==> src/rtl/pixel_op_pkg.sv <==
// Shared encodings for the pixel operation pipeline: modes, FSM states, beat tags.
package pixel_op_pkg;

    localparam int unsigned DW_DEFAULT = 8;

    typedef enum logic [2:0] {
        MODE_PASS = 3'd0,
        MODE_ADD  = 3'd1,
        MODE_SUB  = 3'd2,
        MODE_INV  = 3'd3,
        MODE_THR  = 3'd4
    } mode_e;

    typedef enum logic [1:0] {
        ST_IDLE   = 2'd0,
        ST_ACTIVE = 2'd1,
        ST_DRAIN  = 2'd2
    } state_e;

    typedef struct packed {
        logic sol;
        logic eol;
        logic eof;
    } tags_t;

endpackage

==> src/rtl/pixel_alu.sv <==
// Single-pixel colour operation ({R,G,B}, B in LSBs); purely combinational.
module pixel_alu
    import pixel_op_pkg::*;
#(
    parameter int unsigned DW = DW_DEFAULT
) (
    input  logic [2:0]      mode,
    input  logic [DW-1:0]   value,
    input  logic [3*DW-1:0] pix,
    output logic [3*DW-1:0] result_c
);

    localparam int unsigned SW = DW + 2;

    logic [SW-1:0] luma_sum;
    logic [SW-1:0] thr_level;
    logic          thr_hit;
    logic [DW-1:0] chan;
    logic [DW-1:0] res;
    logic [DW:0]   add_full;

    // Threshold compares the channel sum against 3*value, both at DW+2 bits.
    assign luma_sum  = SW'(pix[0 +: DW]) + SW'(pix[DW +: DW]) + SW'(pix[2*DW +: DW]);
    assign thr_level = SW'({value, 1'b0}) + SW'(value);
    assign thr_hit   = (luma_sum >= thr_level);

    always_comb begin
        result_c = pix;
        chan     = '0;
        res      = '0;
        add_full = '0;
        for (int ch = 0; ch < 3; ch++) begin
            chan     = pix[ch*DW +: DW];
            add_full = {1'b0, chan} + {1'b0, value};
            case (mode)
                MODE_ADD: res = add_full[DW] ? '1 : add_full[DW-1:0];
                MODE_SUB: res = (chan < value) ? '0 : chan - value;
                MODE_INV: res = ~chan;
                MODE_THR: res = thr_hit ? '1 : '0;
                default:  res = chan;
            endcase
            result_c[ch*DW +: DW] = res;
        end
    end

endmodule

==> src/rtl/pixel_op_pipe.sv <==
// Two-stage streaming pixel pipeline: S1 holds the accepted beat and operates on it,
// S2 is the output register; frame position is tracked and tagged at acceptance.
module pixel_op_pipe
    import pixel_op_pkg::*;
#(
    parameter int unsigned WIDTH  = 768,
    parameter int unsigned HEIGHT = 512,
    parameter int unsigned PPC    = 3,
    parameter int unsigned DW     = DW_DEFAULT
) (
    input  logic                clk,
    input  logic                Reset,
    input  logic [2:0]          mode,
    input  logic [DW-1:0]       value,
    input  logic                in_valid,
    output logic                in_ready,
    input  logic [PPC*3*DW-1:0] in_data,
    output logic                out_valid,
    input  logic                out_ready,
    output logic [PPC*3*DW-1:0] out_data,
    output logic                out_sol,
    output logic                out_eol,
    output logic                out_eof,
    output logic                frame_done,
    output logic                busy
);

    localparam int unsigned PW    = 3 * DW;
    localparam int unsigned BW    = PPC * PW;
    localparam int unsigned BEATS = WIDTH / PPC;
    localparam int unsigned CW    = (BEATS > 1) ? $clog2(BEATS) : 1;
    localparam int unsigned RW    = (HEIGHT > 1) ? $clog2(HEIGHT) : 1;

    state_e        state;
    state_e        state_next;

    logic          s1_valid;
    logic [BW-1:0] s1_data;
    tags_t         s1_tags;
    logic          s2_valid;
    logic [BW-1:0] s2_data;
    tags_t         s2_tags;

    logic [CW-1:0] col;
    logic [RW-1:0] row;
    logic [2:0]    mode_q;
    logic [DW-1:0] value_q;
    logic          frame_done_q;
    logic          busy_q;

    logic [BW-1:0] alu_data_c;
    tags_t         tags_c;
    logic          last_col_c;
    logic          last_row_c;
    logic          first_c;
    logic          allow_c;
    logic          s2_load_c;
    logic          in_fire_c;
    logic          out_fire_c;
    logic          done_c;

    // S1 operation: one ALU per pixel of the beat, driven by the frame-latched controls.
    for (genvar k = 0; k < PPC; k++) begin : g_alu
        pixel_alu #(.DW(DW)) u_alu (
            .mode     (mode_q),
            .value    (value_q),
            .pix      (s1_data[k*PW +: PW]),
            .result_c (alu_data_c[k*PW +: PW])
        );
    end

    assign last_col_c = (col == CW'(BEATS - 1));
    assign last_row_c = (row == RW'(HEIGHT - 1));
    assign first_c    = (col == '0) && (row == '0);
    assign tags_c     = '{sol: (col == '0), eol: last_col_c, eof: last_col_c && last_row_c};

    assign allow_c    = (state != ST_DRAIN);
    assign s2_load_c  = !s2_valid || out_ready;
    assign in_ready   = allow_c && !Reset && (!s1_valid || s2_load_c);
    assign in_fire_c  = in_valid && in_ready;
    assign out_fire_c = s2_valid && out_ready;

    always_ff @(posedge clk) begin
        if (Reset) begin
            state <= ST_IDLE;
        end else begin
            state <= state_next;
        end
    end

    always_comb begin
        state_next = state;
        done_c     = 1'b0;
        case (state)
            ST_IDLE: begin
                if (in_fire_c) begin
                    state_next = tags_c.eof ? ST_DRAIN : ST_ACTIVE;
                end
            end
            ST_ACTIVE: begin
                if (in_fire_c && tags_c.eof) begin
                    state_next = ST_DRAIN;
                end
            end
            ST_DRAIN: begin
                if (out_fire_c && s2_tags.eof) begin
                    state_next = ST_IDLE;
                    done_c     = 1'b1;
                end
            end
            default: state_next = ST_IDLE;
        endcase
    end

    // Datapath, position counters and frame-latched controls.
    always_ff @(posedge clk) begin
        if (Reset) begin
            s1_valid     <= 1'b0;
            s1_data      <= '0;
            s1_tags      <= '0;
            s2_valid     <= 1'b0;
            s2_data      <= '0;
            s2_tags      <= '0;
            col          <= '0;
            row          <= '0;
            mode_q       <= MODE_PASS;
            value_q      <= '0;
            frame_done_q <= 1'b0;
            busy_q       <= 1'b0;
        end else begin
            frame_done_q <= done_c;
            busy_q       <= (state_next != ST_IDLE);

            if (in_fire_c) begin
                s1_valid <= 1'b1;
                s1_data  <= in_data;
                s1_tags  <= tags_c;
            end else if (s2_load_c) begin
                s1_valid <= 1'b0;
            end

            if (s2_load_c) begin
                s2_valid <= s1_valid;
                if (s1_valid) begin
                    s2_data <= alu_data_c;
                    s2_tags <= s1_tags;
                end
            end

            if (in_fire_c) begin
                if (first_c) begin
                    mode_q  <= mode;
                    value_q <= value;
                end
                if (last_col_c) begin
                    col <= '0;
                    row <= last_row_c ? '0 : row + RW'(1);
                end else begin
                    col <= col + CW'(1);
                end
            end
        end
    end

    assign out_valid  = s2_valid;
    assign out_data   = s2_data;
    assign out_sol    = s2_tags.sol;
    assign out_eol    = s2_tags.eol;
    assign out_eof    = s2_tags.eof;
    assign frame_done = frame_done_q;
    assign busy       = busy_q;

endmodule

==> config.mk <==
export PLATFORM = sky130hd
export DESIGN_NAME = pixel_op_pipe
export DESIGN_NICKNAME = d
export VERILOG_FILES = /design/src/rtl/pixel_op_pkg.sv /design/src/rtl/pixel_alu.sv /design/src/rtl/pixel_op_pipe.sv
export SDC_FILE = /design/constraint.sdc
export NUM_CORES = 1
export LEC_CHECK = 0
export CAP_MARGIN = 5
export CORE_MARGIN = 5
export CORE_UTILIZATION = 60
export CTS_BUF_LIST = sky130_fd_sc_hd__clkbuf_8
export DETAILED_ROUTE_END_ITERATION = 10
export GPL_TIMING_DRIVEN = 0
export PLACE_DENSITY = 0.94
export SETUP_SLACK_MARGIN = 0.02
export SLEW_MARGIN = 20
export SYNTH_ARGS = -nofsm -noshare
export SYNTH_HDL_FRONTEND = slang
export SYNTH_HIERARCHICAL = 1
export SYNTH_SLANG_ARGS = --single-unit
==> constraint.sdc <==
create_clock -name clk -period 6.4 [get_ports clk]
set_clock_uncertainty 0.05 [all_clocks]
set_input_delay 0.64 -clock clk [delete_from_list [all_inputs] [get_ports clk]]
set_output_delay 0.64 -clock clk [all_outputs]
set_load 0.03 [all_outputs]
==> run metrics, run 1 <==
clock tree buffer depth 2; CTS Hold Bufs 0; count of cells resized by post-cts repair 0; slowest CP cell dfxtp_1; fin. max-slew vios 0; nets@finish 2850; initial DRC count 1693; Die Y-Extent between 150 and 200 µm; routability cong. around 1; placed cell area 20180 µm²; post-CTS setup buffers 0; area of the die between 30000 and 40000 µm²; share of cells above drive strength 1 roughly 5.7%; Pleak around 8.3 nW; run status complete, no violations; Async SR Flop Fraction 0%; first-pass GRT wire length ~96 mm; WL final between 60 and 70 mm; Crit. End Element flop; CP arrival 5.72 ns; number of synthesized flops with an enable pin 0; core area slightly below 30000 µm²; Die W roughly 180 µm; Final Power roughly 0.0035 W; worst slew pin tran a little over 1 ns; vias in the first global route ~18000; fin cells around 2900; CTS sink cnt 184; gr ovfl total 0; Yosys warning count 6; CTS clock-pin slew for the worst setup and hold paths 0.12 ns; via count roughly 19000; number of distinct library cells after synthesis ~110; Required @ worst endpoint 6.83 ns; wire length per cell about 21 µm; CTS buffer count 17; post-synthesis sequential area ratio 20.46%; antenna violations before repair 0; fin crit share between 80% and 90%; critical path type flop to flop; Setup TNS 0 ns; syn nets around 2700; num ports 166; post-route cell area 20640 µm²; #FFs+latches synth between 150 and 200; worst stage delay on the critical path 0.57 ns; PD cells around 170 nW/µm²; relative slew slack around a third; CP Launch Type flop; IO Port Bufs between 150 and 200; Overall Global Routing Usage a little over a third; Max Fclk approximately 190 MHz; Mapped Avg Cell Area ~7.8 µm²; largest net degree at the start of global routing 22; final count of hold timing violations 0; H-tree Lvls 4; Synth Cell Area 18000 µm²; worst hold path type flop to flop; clock root cell clkbuf_8; row cnt 63; dpl hpwl 46.20 mm; drc violations 0; Final setup viols 0; Post-Synthesis Cells approximately 2300; post-layout min period 5.290 ns; R2R Setup Slk 1.11 ns; CP dominant cell by count a21oi_1; starting density of the core between 60% and 70%; DR pass1 iterations 7; DP Cell Count around 2900; Synth Flop Type dfxtp_1; ANT nets after route 0; CTS tree built; Worst-Skew Late Latency about 0.56 ns; Vias/cell around 6.4; Max FO, Critical Path 7; RSZ-0062 raised after global routing no; Layout Utilization a little over two thirds; max_cap viols 0; crit path cell chain inv_1, fa_1, inv_1, ha_1, fa_1, a21o_1, a21oi_1, nor2b_1, o21a_1, o21ai_0, a21oi_1, ha_1, nand4_1, or4_1, a31oi_1, nand2b_1, a211oi_1, o22ai_1, nand2_1, a21oi_1; synthesis-to-layout area growth 14.67%; peak supply drop 143.3 µV
area by class of cell:
| type | instances | area [µm²] |
|---|---|---|
| multi-input combinational | 1856 | 13160 |
| timing repair buffer | 166 | 1679 |
| inverter | 140 | 525.5 |
| tap | 390 | 488.0 |
| fill | 2440 | 8996 |
| buffer | 126 | 633.1 |
| clock buffer | 17 | 234.0 |
| sequential | 184 | 3694 |
| clock inverter | 15 | 222.7 |
| antenna | 1 | 2.502 |
state kept, by name (all words and copies together) (netlist names), 2 cells and up:
register and cells:
out_data 72, s1_data 72, row 9, col 8
value_q 8, mode_q 3, s1_tags 3, state 2
cell usage after synthesis (6+ instances only):
cell      count  area (µm²)
nor3_1       44       220.2
xnor2_1      68       595.6
o31a_1        7       61.31
o31ai_1      16       120.1
a211oi_1     14       105.1
a221oi_1     10       87.58
nand2_1     388        1456
clkbuf_8      6       82.58
buf_2        22       110.1
o22ai_1      31       193.9
nand3_1      21       105.1
xor2_1       42       367.9
nand2b_1     32       200.2
nand4_1      10       62.56
o32a_1       45       450.4
o21ai_0      60       300.3
o22a_1        7       61.31
clkbuf_1     76       285.3
o21ai_1      16       80.08
o211ai_1      7       52.55
or3_1         6       37.54
inv_1       138       518.0
ha_1        224        2803
nor2b_1      34       212.7
nor2_1      140       525.5
o21a_1       17       127.6
a21oi_1     286        1431
and3_1       11       68.82
mux2i_1      20       200.2
dfxtp_1     184        3684
nor4_1       10       62.56
fa_1         48       960.9
o21bai_1     16       120.1
a31oi_1      19       118.9
nand4b_1      7       61.31
a21o_1       47       352.8
buf_1        11       41.29
o221ai_1     10       87.58
buf_6         8       90.09
critical path, delay by kind of cell (launching register included):
kind | cells | cell delay [ns]
buf+inv | 2 | 0.24
fa+ha+maj | 4 | 1.46
compound gates | 9 | 1.69
flops | 1 | 0.57
simple gates | 5 | 1.19
metal layers:
| layer | part of all wire [%] | routed length, µm | up-vias | global-route usage, % |
|---|---|---|---|---|
| met3 | 10 | 6437 | 223 | 8.211 |
| met5 | 0 | 0 | - | 0 |
| met4 | 4.5 | 2766 | 0 | 15.67 |
| met2 | 46 | 28110 | 1075 | 58.78 |
| met1 | 39 | 24080 | 8700 | 45.03 |
| li1 | - | - | 8527 | - |
kinds of logic (layout without fill, tap and decap cells):
logic type | after synthesis | in the layout | synth area share, %
AOI/OAI and AO/OA | 698 | 698 | 26.51
xor gates and xnor gates | 110 | 110 | 5.352
DFF | 184 | 184 | 20.46
muxes | 22 | 22 | 1.237
other | 0 | 1 | 0
adders and majority gates | 274 | 274 | 21.02
and+or+nand+nor | 752 | 752 | 19.01
buffers and inverters | 266 | 464 | 6.415
metrics by stage:
stage / hold slack [ns] / worst slack [ns]
2_1_floorplan: 0.3822 / 2.029
3_3_place_gp: 0.3868 / 1.027
3_5_place_dp: 0.3929 / 1.315
4_1_cts: 0.4117 / 1.244
5_1_grt: 0.4258 / 0.9512
6_report: 0.4094 / 1.110
worst paths after layout:
| path | startpoint | end | cells after the start |
|---|---|---|---|
| worst max-delay path | s1_data[17] | out_data[7] | 20 |
| worst max register to register | s1_data[17] | out_data[7] | 20 |
| worst min register to register | out_data[36] | out_data[36] | 2 |
| worst min-delay path | out_data[36] | out_data[36] | 2 |
power by group:
part,switching (W),total (W),internal [W]
sequential,0.000101,0.00129,0.00119
clock,0.000560,0.000905,0.000345
combinational,0.000743,0.00129,0.000548
cell usage in the layout (no fill, tap or decap), drive strengths merged, types with 8 or more instances in the layout:
master and n:
nand2 389, o21ai 78, o41ai 9, o32a 46, o21bai 16, a221oi 17, nand3 21, mux2i 20
o221ai 10, a31oi 21, a211oi 15, buf 44, clkdlybuf4s50 165, clkbuf 100, o31ai 16, nand4 10
nor2b 35, o211ai 8, ha 224, or2 8, nand2b 32, o21a 18, dfxtp 184, xnor2 68
o22ai 33, and3 13, clkinv 8, a21o 48, o22a 10, nor3 45, a21oi 288, inv 146
nor2 143, xor2 42, nor4 10, fa 48
No activity file was read; power rests on OpenSTA's default activity.
==> run 2: changes to the inputs <==
==> constraint.sdc (replaced) <==
create_clock -name clk -period 4.9 [get_ports clk]
set_clock_uncertainty 0.05 [all_clocks]
set_input_delay 0.49 -clock clk [delete_from_list [all_inputs] [get_ports clk]]
set_output_delay 0.49 -clock clk [all_outputs]
set_load 0.03 [all_outputs]
==> run metrics, run 2 (synthesis gave the netlist of run 1 again) <==
share of cells above drive strength 1 7.114% (+1.4 points); peak supply drop 189.7 µV (+32%); nets@finish 2862 (+0.42%); CTS tree built; WL final 61.89 mm (+0.79%); Overall Global Routing Usage 35.77% (about the same); routability cong. 1.012 (unchanged); Setup TNS 0 ns (unchanged); Required @ worst endpoint 5.28 ns (-1.55 ns); RSZ-0062 raised after global routing yes; worst hold path type flop to flop; post-layout min period 4.753 ns (-0.5370 ns); Max Fclk 210.4 MHz (+11%); IO Port Bufs 165 (unchanged); max_cap viols 0 (unchanged); relative slew slack 29.89% (-1.6 points); DR pass1 iterations 9 (+2); Pleak 8.421 nW (+1.2%); commonest non-fill, non-tap cells in the layout nand2_1 (388), a21oi_1 (283), ha_1 (224); area of the die 33570 µm² (unchanged); dpl hpwl 46.20 mm (unchanged); Final Power 0.004599 W (+32%); vias in the first global route 18320 (+0.13%); ANT nets after route 0 (unchanged); final count of hold timing violations 0 (unchanged); fin. max-slew vios 0 (unchanged); Die W 183.2 µm (unchanged); run status complete, no violations; commonest non-fill, non-tap cell in the layout nand2_1; Vias/cell 6.416 (+0.27%); drc violations 0 (unchanged); via count 18650 (+0.65%); Crit. End Element flop; setup ws final 0.1474 ns (-0.9630 ns); largest net degree at the start of global routing 22 (unchanged); wire length per cell 21.30 µm (+0.41%); starting density of the core 60.74% (unchanged); CTS buffer count 17 (unchanged); Max FO, Critical Path 7 (unchanged); Die Y-Extent 183.2 µm (unchanged); fin cells 2906 (+0.38%); initial DRC count 1758 (+3.8%); pre-CTS worst setup slack -0.1854 ns (-1.500 ns); fin crit share 96.99% (+14 points); CP Launch Type flop; num ports 166 (unchanged); first-pass GRT wire length 96.34 mm (about the same); H-tree Lvls 4 (unchanged); clock root cell clkbuf_8; diode count 0 (-1); DP Cell Count 2862 (unchanged); PD cells 220.3 nW/µm² (+30%); antenna violations before repair 0 (unchanged); Final setup viols 0 (unchanged); gr ovfl total 0 (unchanged); core area 29640 µm² (unchanged); Worst-Skew Late Latency 0.56 ns (about the same); CP arrival 5.13 ns (-0.59 ns); synthesis-to-layout area growth 15.94%; row cnt 63 (unchanged); CTS clock-pin slew for the worst setup and hold paths 0.13 ns (about the same); critical path type flop to flop; clock tree buffer depth 2 (unchanged); Layout Utilization 70.42% (+0.77 points); worst slew pin tran 1.050 ns (+0.02417 ns); CTS sink cnt 184 (unchanged)
[run 2: changes by cell type in the layout (fill, tap and decap cells not counted), sizes merged]
cell,change
buf,+12
diode,-1
clkinvlp,+3
inv,-3
[run 2: area by class of cell]
cell class / instances / area (µm²)
well taps: 390 / 488.0
clock buffers: 17 / 234.0
clock inverters: 15 / 222.7
plain buffers: 126 / 640.6
flip-flops and latches: 184 / 3716
inverters: 140 / 536.8
multi-input cells: 1856 / 13260
repair buffers: 178 / 1769
fillers: 2389 / 8767
[run 2: timing repair]
item                                    CTS  global route
hold buffers                              0             0
pin swaps                                 0             1
gates resized for setup                   9            30
endpoints found under the setup margin   30            63
setup buffers                             0            12
[run 2: stage by stage]
stage | hold WS, ns | area, µm²
after CTS | 0.4117 | 20670
final | 0.4091 | 20870
after floorplan | 0.3822 | 18000
after global routing | 0.4067 | 20870
after global placement | 0.3868 | 20140
after detailed placement | 0.3929 | 20180
[run 2: power breakdown]
group          internal (W)  switching [W]  leakage (nW)
logic              0.000740       0.000992          6.69
clock network      0.000451       0.000731         0.223
registers           0.00155       0.000133          1.50
total               0.00274        0.00186          8.42
[run 2: path summary, 6_finish.rpt]
check / from / cells past startpoint / slack (ns) / end
max: s1_data[65] / 20 / 0.15 / out_data[61]
min: s1_tags[2] / 2 / 0.41 / out_sol
max reg2reg: s1_data[65] / 20 / 0.15 / out_data[61]
min reg2reg: s1_tags[2] / 2 / 0.41 / out_sol
[run 2: routing by layer]
metal | wire (µm) | vias to the layer above | part of all wire, % | GRT usage [%]
li1 | - | 8551 | - | -
met1 | 24320 | 8731 | 39 | 45.00
met2 | 28180 | 1141 | 46 | 58.64
met3 | 6492 | 222 | 10 | 8.330
met4 | 2903 | 0 | 4.7 | 15.97
met5 | 0 | - | 0 | 0
[run 2: worst max-delay path: stages (launching register included)]
cell and delay (ns):
dfxtp_2 0.43, inv_1 0.16, fa_1 0.51, inv_1 0.05
ha_1 0.21, fa_1 0.47, a21o_1 0.17, a21oi_1 0.22
o21bai_1 0.10, a21o_1 0.21, xor2_1 0.15, ha_1 0.30
a211oi_1 0.23, o2111ai_1 0.19, o22ai_1 0.25, a21oi_2 0.12
buf_4 0.18, a311o_1 0.33, o22a_1 0.18, nand2_1 0.06
a21oi_1 0.06
